**config.mk**
```make
export PLATFORM = sky130hd
export DESIGN_NAME = ip_ttl_update
export DESIGN_NICKNAME = d
export VERILOG_FILES = /design/src/rtl/ip_ttl_update.sv
export SDC_FILE = /design/constraint.sdc
export NUM_CORES = 2
export LEC_CHECK = 0
export CAP_MARGIN = 40
export CORE_AREA = 2 2 356 358
export CTS_CLUSTER_DIAMETER = 50
export DETAILED_ROUTE_END_ITERATION = 10
export DIE_AREA = 0 0 358 360
export PLACE_DENSITY = 0.54
export SLEW_MARGIN = 0
export SYNTH_ARGS = -nofsm -noshare
export SYNTH_HDL_FRONTEND = slang
export SYNTH_SLANG_ARGS = --single-unit
```
**constraint.sdc**
```tcl
create_clock -name AXI_ACLK -period 2.5 [get_ports AXI_ACLK]
set_input_delay 0.375 -clock AXI_ACLK [delete_from_list [all_inputs] [get_ports AXI_ACLK]]
set_output_delay 0.375 -clock AXI_ACLK [all_outputs]
set_load 0.05 [all_outputs]
```
**src/rtl/ip_ttl_update.sv**
```systemverilog
// ip_ttl_update
//   Forwarding-path rewrite stage. On the first beat of each packet it
//   decrements the IPv4 TTL and incrementally patches the header checksum
//   (RFC 1624) when the packet is IPv4, has TTL >= 2 and is headed to one or
//   more MAC ports only. All other beats and packets pass through bit-exact.
//   AXI4-Stream register stage with a one-entry skid buffer, 1 beat/cycle.
//
// Ports
//   AXI_ACLK, reset           clock, synchronous active-high reset
//   S_AXIS_T*                 input stream (TREADY registered, = !skid full)
//   M_AXIS_T*                 output stream (registered, 1-cycle latency)
//   counters_clear            synchronous clear of both counters (wins)
//   ttl_dec_count             packets rewritten
//   bypass_count              packets forwarded unmodified
module ip_ttl_update #(
  parameter int C_S_AXIS_DATA_WIDTH  = 256,
  parameter int C_M_AXIS_DATA_WIDTH  = 256,
  parameter int C_S_AXIS_TUSER_WIDTH = 128,
  parameter int C_M_AXIS_TUSER_WIDTH = 128,
  parameter int DST_PORT_POS         = 24
) (
  input  logic                              AXI_ACLK,
  input  logic                              reset,

  input  logic [C_S_AXIS_DATA_WIDTH-1:0]    S_AXIS_TDATA,
  input  logic [C_S_AXIS_DATA_WIDTH/8-1:0]  S_AXIS_TSTRB,
  input  logic [C_S_AXIS_TUSER_WIDTH-1:0]   S_AXIS_TUSER,
  input  logic                              S_AXIS_TVALID,
  output logic                              S_AXIS_TREADY,
  input  logic                              S_AXIS_TLAST,

  output logic [C_M_AXIS_DATA_WIDTH-1:0]    M_AXIS_TDATA,
  output logic [C_M_AXIS_DATA_WIDTH/8-1:0]  M_AXIS_TSTRB,
  output logic [C_M_AXIS_TUSER_WIDTH-1:0]   M_AXIS_TUSER,
  output logic                              M_AXIS_TVALID,
  input  logic                              M_AXIS_TREADY,
  output logic                              M_AXIS_TLAST,

  input  logic                              counters_clear,
  output logic [31:0]                       ttl_dec_count,
  output logic [31:0]                       bypass_count
);

  // First-beat header field positions (byte 0 at the top of TDATA).
  localparam int ETH_HI  = 159;
  localparam int ETH_LO  = 144;
  localparam int VER_HI  = 143;
  localparam int VER_LO  = 140;
  localparam int TTL_HI  = 79;
  localparam int TTL_LO  = 72;
  localparam int CSUM_HI = 63;
  localparam int CSUM_LO = 48;

  // Odd bits of the one-hot destination field select CPU ports.
  localparam logic [7:0] CPU_PORT_MASK = 8'hAA;

  typedef enum logic {
    HEADER,
    PAYLOAD
  } state_t;

  state_t state_q, state_d;

  // Output register
  logic [C_M_AXIS_DATA_WIDTH-1:0]   out_data_q, out_data_d;
  logic [C_M_AXIS_DATA_WIDTH/8-1:0] out_strb_q, out_strb_d;
  logic [C_M_AXIS_TUSER_WIDTH-1:0]  out_user_q, out_user_d;
  logic                             out_last_q, out_last_d;
  logic                             out_valid_q, out_valid_d;

  // Skid register
  logic [C_M_AXIS_DATA_WIDTH-1:0]   skid_data_q, skid_data_d;
  logic [C_M_AXIS_DATA_WIDTH/8-1:0] skid_strb_q, skid_strb_d;
  logic [C_M_AXIS_TUSER_WIDTH-1:0]  skid_user_q, skid_user_d;
  logic                             skid_last_q, skid_last_d;
  logic                             skid_valid_q, skid_valid_d;

  logic                             s_ready_q, s_ready_d;
  logic [31:0]                      ttl_cnt_q, ttl_cnt_d;
  logic [31:0]                      byp_cnt_q, byp_cnt_d;

  // Header inspection and rewrite
  logic                             accept;
  logic                             first_beat;
  logic                             out_free;
  logic [15:0]                      ethertype;
  logic [3:0]                       version;
  logic [7:0]                       ttl;
  logic [15:0]                      csum;
  logic [7:0]                       dst_ports;
  logic                             eligible;
  logic [7:0]                       ttl_new;
  logic [16:0]                      csum_sum;
  logic [15:0]                      csum_new;
  logic [C_S_AXIS_DATA_WIDTH-1:0]   beat_data;

  assign accept     = S_AXIS_TVALID && s_ready_q;
  assign first_beat = (state_q == HEADER);
  assign out_free   = !out_valid_q || M_AXIS_TREADY;

  assign ethertype  = S_AXIS_TDATA[ETH_HI:ETH_LO];
  assign version    = S_AXIS_TDATA[VER_HI:VER_LO];
  assign ttl        = S_AXIS_TDATA[TTL_HI:TTL_LO];
  assign csum       = S_AXIS_TDATA[CSUM_HI:CSUM_LO];
  assign dst_ports  = S_AXIS_TUSER[DST_PORT_POS +: 8];

  assign eligible = (ethertype == 16'h0800) &&
                    (version == 4'd4) &&
                    (ttl >= 8'd2) &&
                    (dst_ports != 8'h00) &&
                    ((dst_ports & CPU_PORT_MASK) == 8'h00);

  // TTL sits in the high byte of its header word, so decrementing it adds
  // 0x0100 to the one's-complement checksum. The end-around carry cannot
  // ripple a second time: with a carry out, s[15:0] is at most 0x00FF.
  assign ttl_new  = ttl - 8'd1;
  assign csum_sum = {1'b0, csum} + 17'h00100;
  assign csum_new = csum_sum[15:0] + {15'd0, csum_sum[16]};

  always_comb begin
    beat_data = S_AXIS_TDATA;
    if (first_beat && eligible) begin
      beat_data[TTL_HI:TTL_LO]   = ttl_new;
      beat_data[CSUM_HI:CSUM_LO] = csum_new;
    end
  end

  // Packet framing
  always_comb begin
    state_d = state_q;
    if (accept) begin
      state_d = S_AXIS_TLAST ? HEADER : PAYLOAD;
    end
  end

  // Output / skid steering. An accept only happens while the skid register is
  // empty (TREADY mirrors its emptiness), so a draining skid beat never
  // collides with a new input beat.
  always_comb begin
    out_data_d   = out_data_q;
    out_strb_d   = out_strb_q;
    out_user_d   = out_user_q;
    out_last_d   = out_last_q;
    out_valid_d  = out_valid_q;
    skid_data_d  = skid_data_q;
    skid_strb_d  = skid_strb_q;
    skid_user_d  = skid_user_q;
    skid_last_d  = skid_last_q;
    skid_valid_d = skid_valid_q;

    if (out_free) begin
      if (skid_valid_q) begin
        out_data_d   = skid_data_q;
        out_strb_d   = skid_strb_q;
        out_user_d   = skid_user_q;
        out_last_d   = skid_last_q;
        out_valid_d  = 1'b1;
        skid_valid_d = 1'b0;
      end else if (accept) begin
        out_data_d  = beat_data;
        out_strb_d  = S_AXIS_TSTRB;
        out_user_d  = S_AXIS_TUSER;
        out_last_d  = S_AXIS_TLAST;
        out_valid_d = 1'b1;
      end else begin
        out_valid_d = 1'b0;
      end
    end else if (accept) begin
      skid_data_d  = beat_data;
      skid_strb_d  = S_AXIS_TSTRB;
      skid_user_d  = S_AXIS_TUSER;
      skid_last_d  = S_AXIS_TLAST;
      skid_valid_d = 1'b1;
    end

    s_ready_d = !skid_valid_d;
  end

  // Per-packet counters; clear takes priority over a same-cycle increment.
  always_comb begin
    ttl_cnt_d = ttl_cnt_q;
    byp_cnt_d = byp_cnt_q;
    if (counters_clear) begin
      ttl_cnt_d = '0;
      byp_cnt_d = '0;
    end else if (accept && first_beat) begin
      if (eligible) begin
        ttl_cnt_d = ttl_cnt_q + 32'd1;
      end else begin
        byp_cnt_d = byp_cnt_q + 32'd1;
      end
    end
  end

  always_ff @(posedge AXI_ACLK) begin
    if (reset) begin
      state_q      <= HEADER;
      out_data_q   <= '0;
      out_strb_q   <= '0;
      out_user_q   <= '0;
      out_last_q   <= 1'b0;
      out_valid_q  <= 1'b0;
      skid_data_q  <= '0;
      skid_strb_q  <= '0;
      skid_user_q  <= '0;
      skid_last_q  <= 1'b0;
      skid_valid_q <= 1'b0;
      s_ready_q    <= 1'b0;
      ttl_cnt_q    <= '0;
      byp_cnt_q    <= '0;
    end else begin
      state_q      <= state_d;
      out_data_q   <= out_data_d;
      out_strb_q   <= out_strb_d;
      out_user_q   <= out_user_d;
      out_last_q   <= out_last_d;
      out_valid_q  <= out_valid_d;
      skid_data_q  <= skid_data_d;
      skid_strb_q  <= skid_strb_d;
      skid_user_q  <= skid_user_d;
      skid_last_q  <= skid_last_d;
      skid_valid_q <= skid_valid_d;
      s_ready_q    <= s_ready_d;
      ttl_cnt_q    <= ttl_cnt_d;
      byp_cnt_q    <= byp_cnt_d;
    end
  end

  assign S_AXIS_TREADY = s_ready_q;
  assign M_AXIS_TDATA  = out_data_q;
  assign M_AXIS_TSTRB  = out_strb_q;
  assign M_AXIS_TUSER  = out_user_q;
  assign M_AXIS_TLAST  = out_last_q;
  assign M_AXIS_TVALID = out_valid_q;
  assign ttl_dec_count = ttl_cnt_q;
  assign bypass_count  = byp_cnt_q;

endmodule

```
==> summary by stage <==
Logic synthesis
The biggest area contributor in the post-synthesis netlist is sky130_fd_sc_hd__dfxtp_1. The Yosys step of the flow raised 0 warnings. The number of nets handed over by synthesis was 4,532. The share of synthesized registers carrying an async set or reset is 0%.

In this run, synthesis inferred 0 flip-flops with an integrated enable. The netlist area before placement is 35,800 um^2. The synthesized design contains 902 register bits. Synthesis handed over a netlist of 4,102 instances.

The post-synthesis cell type count is 53. In the synthesized netlist the dominant register cell turns out to be sky130_fd_sc_hd__dfxtp_1. A synthesized cell averages 8.72 um^2.

By area the synthesized netlist is led by sky130_fd_sc_hd__dfxtp_1, sky130_fd_sc_hd__mux2i_1, sky130_fd_sc_hd__a211oi_1, sky130_fd_sc_hd__nand2_1, sky130_fd_sc_hd__a21oi_1. After synthesis, the largest area contributor takes up 50.5% of total cell area. The sequential-to-total area share from yosys stat is 50.5%.

Clock tree
The total CTS buffers is 115. The clock passes through at most 3 buffers. The H-tree was split into 3 levels. After clock tree synthesis, the clock-pin slew on the worst setup and hold paths is 0.05 ns. TritonCTS built the clock tree. Clock tree synthesis selected as its root buffer the cell sky130_fd_sc_hd__clkbuf_16. The number of resized instances in the post-cts repair step is 3. The number of clock sinks is 902. The later pin in the worst-skew pair is clocked with a latency of 0.74 ns.

The quantity of hold-fixing buffers added after cts is 0. In this run the post-CTS setup repair buffer count came out at 0.

Worst setup path
Together, buffers and inverters on the worst path number 1. The kind of end point of the critical path is an output pin. Data on the critical path is required at its endpoint by 2.12 ns. In this run the worst path has a maximum fanout of 2. Walking the worst path, the cells encountered are clkdlybuf4s50_1. The kind of cell with the highest combined delay on the critical path is buffers and inverters.

The master of the slowest instance on the critical path is sky130_fd_sc_hd__clkdlybuf4s50_1. The critical path is of the flop to output pin type. The largest stage delay on the critical path is 1.00 ns. Data arrives at the worst endpoint at 2.07 ns.

The worst setup path is launched from a flop.

Detailed routing
The residual antenna-violating net count after detailed routing is 0. The routed layout has 31,960 vias. The final layout contains routed wiring with a total length of 131 mm. The number of DRC markers after the initial detailed-route iteration is 1,924. The mean routed wirelength per cell is 19.4 um.

The first detailed-routing pass took 5 iterations. The via density per instance is 4.73. After detailed routing, the number of remaining DRC violations is 0.

Floorplanning
The die area is 129,000 um^2. The die is 360 um tall. Once the floorplan was initialized, standard cells occupied 28.6% of the core. The floorplan has 130 rows. The region available for standard cell placement spans 125,000 um^2.

During I/O placement, the number of pins put on the boundary was 905. The floorplan die width is 358 um.

Timing
The fraction of the cycle the final worst path needs is 97.9%. The final max-slew violation count came to 0. The number of hold violations in the final report is 0. The worst path meets setup with 0.0533 ns of slack. Setup violations remaining at the end of the flow were counted as 0. The headroom to the max-slew limit is 36.0%. Final hold analysis gives a worst-case slack of 0.0780 ns. The highest clock rate is 0.409 GHz. For the pin with the worst max-slew slack, the measured transition is 0.961 ns. The post-layout minimum cycle time is 2.45 ns.

Summed over all failing endpoints, the final setup total negative slack is 0 ns. Setup repair after global routing could not meet its margin everywhere. The clock arrives with 0.0306 ns of skew.

Global routing
The number of global-route vias before repair is 30,064. The wire length of the first global-routing pass is 193 mm. The initial antenna violation count is 40. The largest net degree at the start of global routing is 184. Global routing used 19.4% of the available tracks across all layers. The leftover overflow at the end of global routing is 0.

Finish
The multi-input combinational cells in the finished layout cover a total of 16,400 um^2. Of the cells placed in the final design, the portion with a size suffix greater than 1 is 8.57%. After the last flow step, the layout net total stands at 5,416. The final cell count without fillers is 6,750. The final-layout fill cell count is 12,463. The sequential cell area is 18,100 um^2.

Summing all non-filler instances in the final layout gives an area of 51,900 um^2. Relative to the synthesized area, the layout overhead comes to 45.1%. The final standard cell utilization of the core is 41.5%.

Placement
The wire-length estimate of the detail-placed layout is 94.1 mm. In this run the tool buffered the top-level ports with 904 buffer cells. The pre-CTS setup slack is -0.739 ns.

Counting tap cells, the placed design contains a total of 6,519 instances. After detailed placement, the total cell area comes to 47,700 um^2. At the end of routability-driven placement, the weighted congestion stood at 0.842.

Power and ir drop
Dividing total power by cell area gives a power density of 738 nW/um^2. Power comes to 38.3 mW. The peak ir drop on the vdd network is 0.550 mV. The analysis attributes to cell leakage a power of 17.3 nW.

Flow run
The count of maximum capacitance violations is 0.

Min path
The min-delay analysis places its worst path in the category input port to flop.

Outcome
The flow ran to the end, and the final reports show no timing, DRC or antenna violations.
-- sequential cells by signal, indices dropped and copies added, names as in the netlist, 32 cells and up --
| register | count |
|---|---|
| ttl_dec_count | 32 |
| M_AXIS_TDATA | 256 |
| M_AXIS_TSTRB | 32 |
| skid_data_q | 256 |
| skid_strb_q | 32 |
| M_AXIS_TUSER | 128 |
| bypass_count | 32 |
| skid_user_q | 128 |
-- path summary, 6_finish.rpt --
kind | startpoint | end | slack (ns) | cells past startpoint
setup / recovery | M_AXIS_TDATA[58] | M_AXIS_TDATA[58] | 0.05 | 1
hold / removal | reset | S_AXIS_TREADY | 0.08 | 2
setup reg to reg | ttl_dec_count[4] | ttl_dec_count[31] | 0.23 | 6
hold reg to reg | skid_strb_q[18] | skid_strb_q[18] | 0.45 | 2
-- cells by family (layout without fill, tap and decap cells) --
group           Yosys count  in the layout  share of synthesized area, %
xor+xnor                 67             67                          1.64
mux                     397            397                          11.1
flops                   902            902                          50.5
simple gates           1465           1465                          16.8
buf+inv                 353           1336                          3.74
other cells               0             15                             0
fa+ha+maj                 8              8                         0.280
compound gates          910            910                          16.0
-- power breakdown --
group	switching, mW	internal (mW)
sequential	0.313	14.9
combinational	3.46	2.09
clock	6.88	10.6
-- cells in the mapped netlist, drive strengths merged (2+ instances only) --
cell type  number
o22ai           8
a211oi        416
xor2           44
a32oi           8
or2             3
nand4b          3
o31ai           2
o21ai          28
nand3          34
nor3           14
a21oi         426
inv            15
ha              8
nand4          30
nand2         818
and2            4
or4             7
and3           23
a21boi          2
nor4b           2
o211ai          2
xnor2          23
o21a            2
nor4           17
buf            12
a31oi           4
mux2i         397
or3            12
a211o           2
clkbuf        326
nor2          485
and4            7
nand2b          2
dfxtp         902
a21o            4
-- cells in the final DEF, fill, tap and decap left out, types with 8 or more instances in the layout --
cell,Yosys,layout
sky130_fd_sc_hd__nand4_1,29,29
sky130_fd_sc_hd__o21ai_0,28,28
sky130_fd_sc_hd__o22ai_1,8,8
sky130_fd_sc_hd__nand2_1,818,818
sky130_fd_sc_hd__inv_1,15,15
sky130_fd_sc_hd__bufinv_16,0,13
sky130_fd_sc_hd__a211oi_1,416,416
sky130_fd_sc_hd__nor4_1,10,10
sky130_fd_sc_hd__and3_1,23,23
sky130_fd_sc_hd__clkinv_4,0,8
sky130_fd_sc_hd__diode_2,0,15
sky130_fd_sc_hd__clkbuf_16,0,115
sky130_fd_sc_hd__nor2_1,485,483
sky130_fd_sc_hd__a32oi_1,8,8
sky130_fd_sc_hd__xnor2_1,23,23
sky130_fd_sc_hd__clkdlybuf4s50_1,0,883
sky130_fd_sc_hd__or3_1,12,12
sky130_fd_sc_hd__buf_4,0,159
sky130_fd_sc_hd__nor3_1,12,12
sky130_fd_sc_hd__buf_12,0,49
sky130_fd_sc_hd__mux2i_1,397,397
sky130_fd_sc_hd__dfxtp_1,902,901
sky130_fd_sc_hd__a21oi_1,426,426
sky130_fd_sc_hd__clkbuf_8,0,24
sky130_fd_sc_hd__clkinv_2,0,17
sky130_fd_sc_hd__dlymetal6s2s_1,0,9
sky130_fd_sc_hd__xor2_1,44,44
sky130_fd_sc_hd__nand3_1,32,31
sky130_fd_sc_hd__clkbuf_1,326,16
sky130_fd_sc_hd__ha_1,8,8
-- layer usage --
layer / share of wire, % / vias to the layer above / global-route usage, %
met4: 3.0 / 44 / 7.02
met3: 7.4 / 224 / 6.45
met1: 41 / 14873 / 22.9
met2: 48 / 792 / 32.6
met5: 0.22 / - / 0
li1: - / 16027 / -
-- worst register-to-register path, cell delays in order, from the launching register on --
cell and delay, ns:
sky130_fd_sc_hd__dfxtp_1 0.38, sky130_fd_sc_hd__and4_1 0.28, sky130_fd_sc_hd__and4_1 0.31, sky130_fd_sc_hd__nand3_1 0.15, sky130_fd_sc_hd__or4_4 0.50, sky130_fd_sc_hd__or4_1 0.42, sky130_fd_sc_hd__a21oi_1 0.15
-- final cells by class --
class                           instances  area share [%]
Clock buffer                          155            6.30
Inverter                               15           0.109
Multi-Input combinational cell       2847            31.6
Antenna cell                           15          0.0724
Timing Repair Buffer                 1105            21.5
Tap cell                             1650            3.98
Clock inverter                         61            1.55
Sequential cell                       902            34.8
No activity file was read; power rests on OpenSTA's default activity.
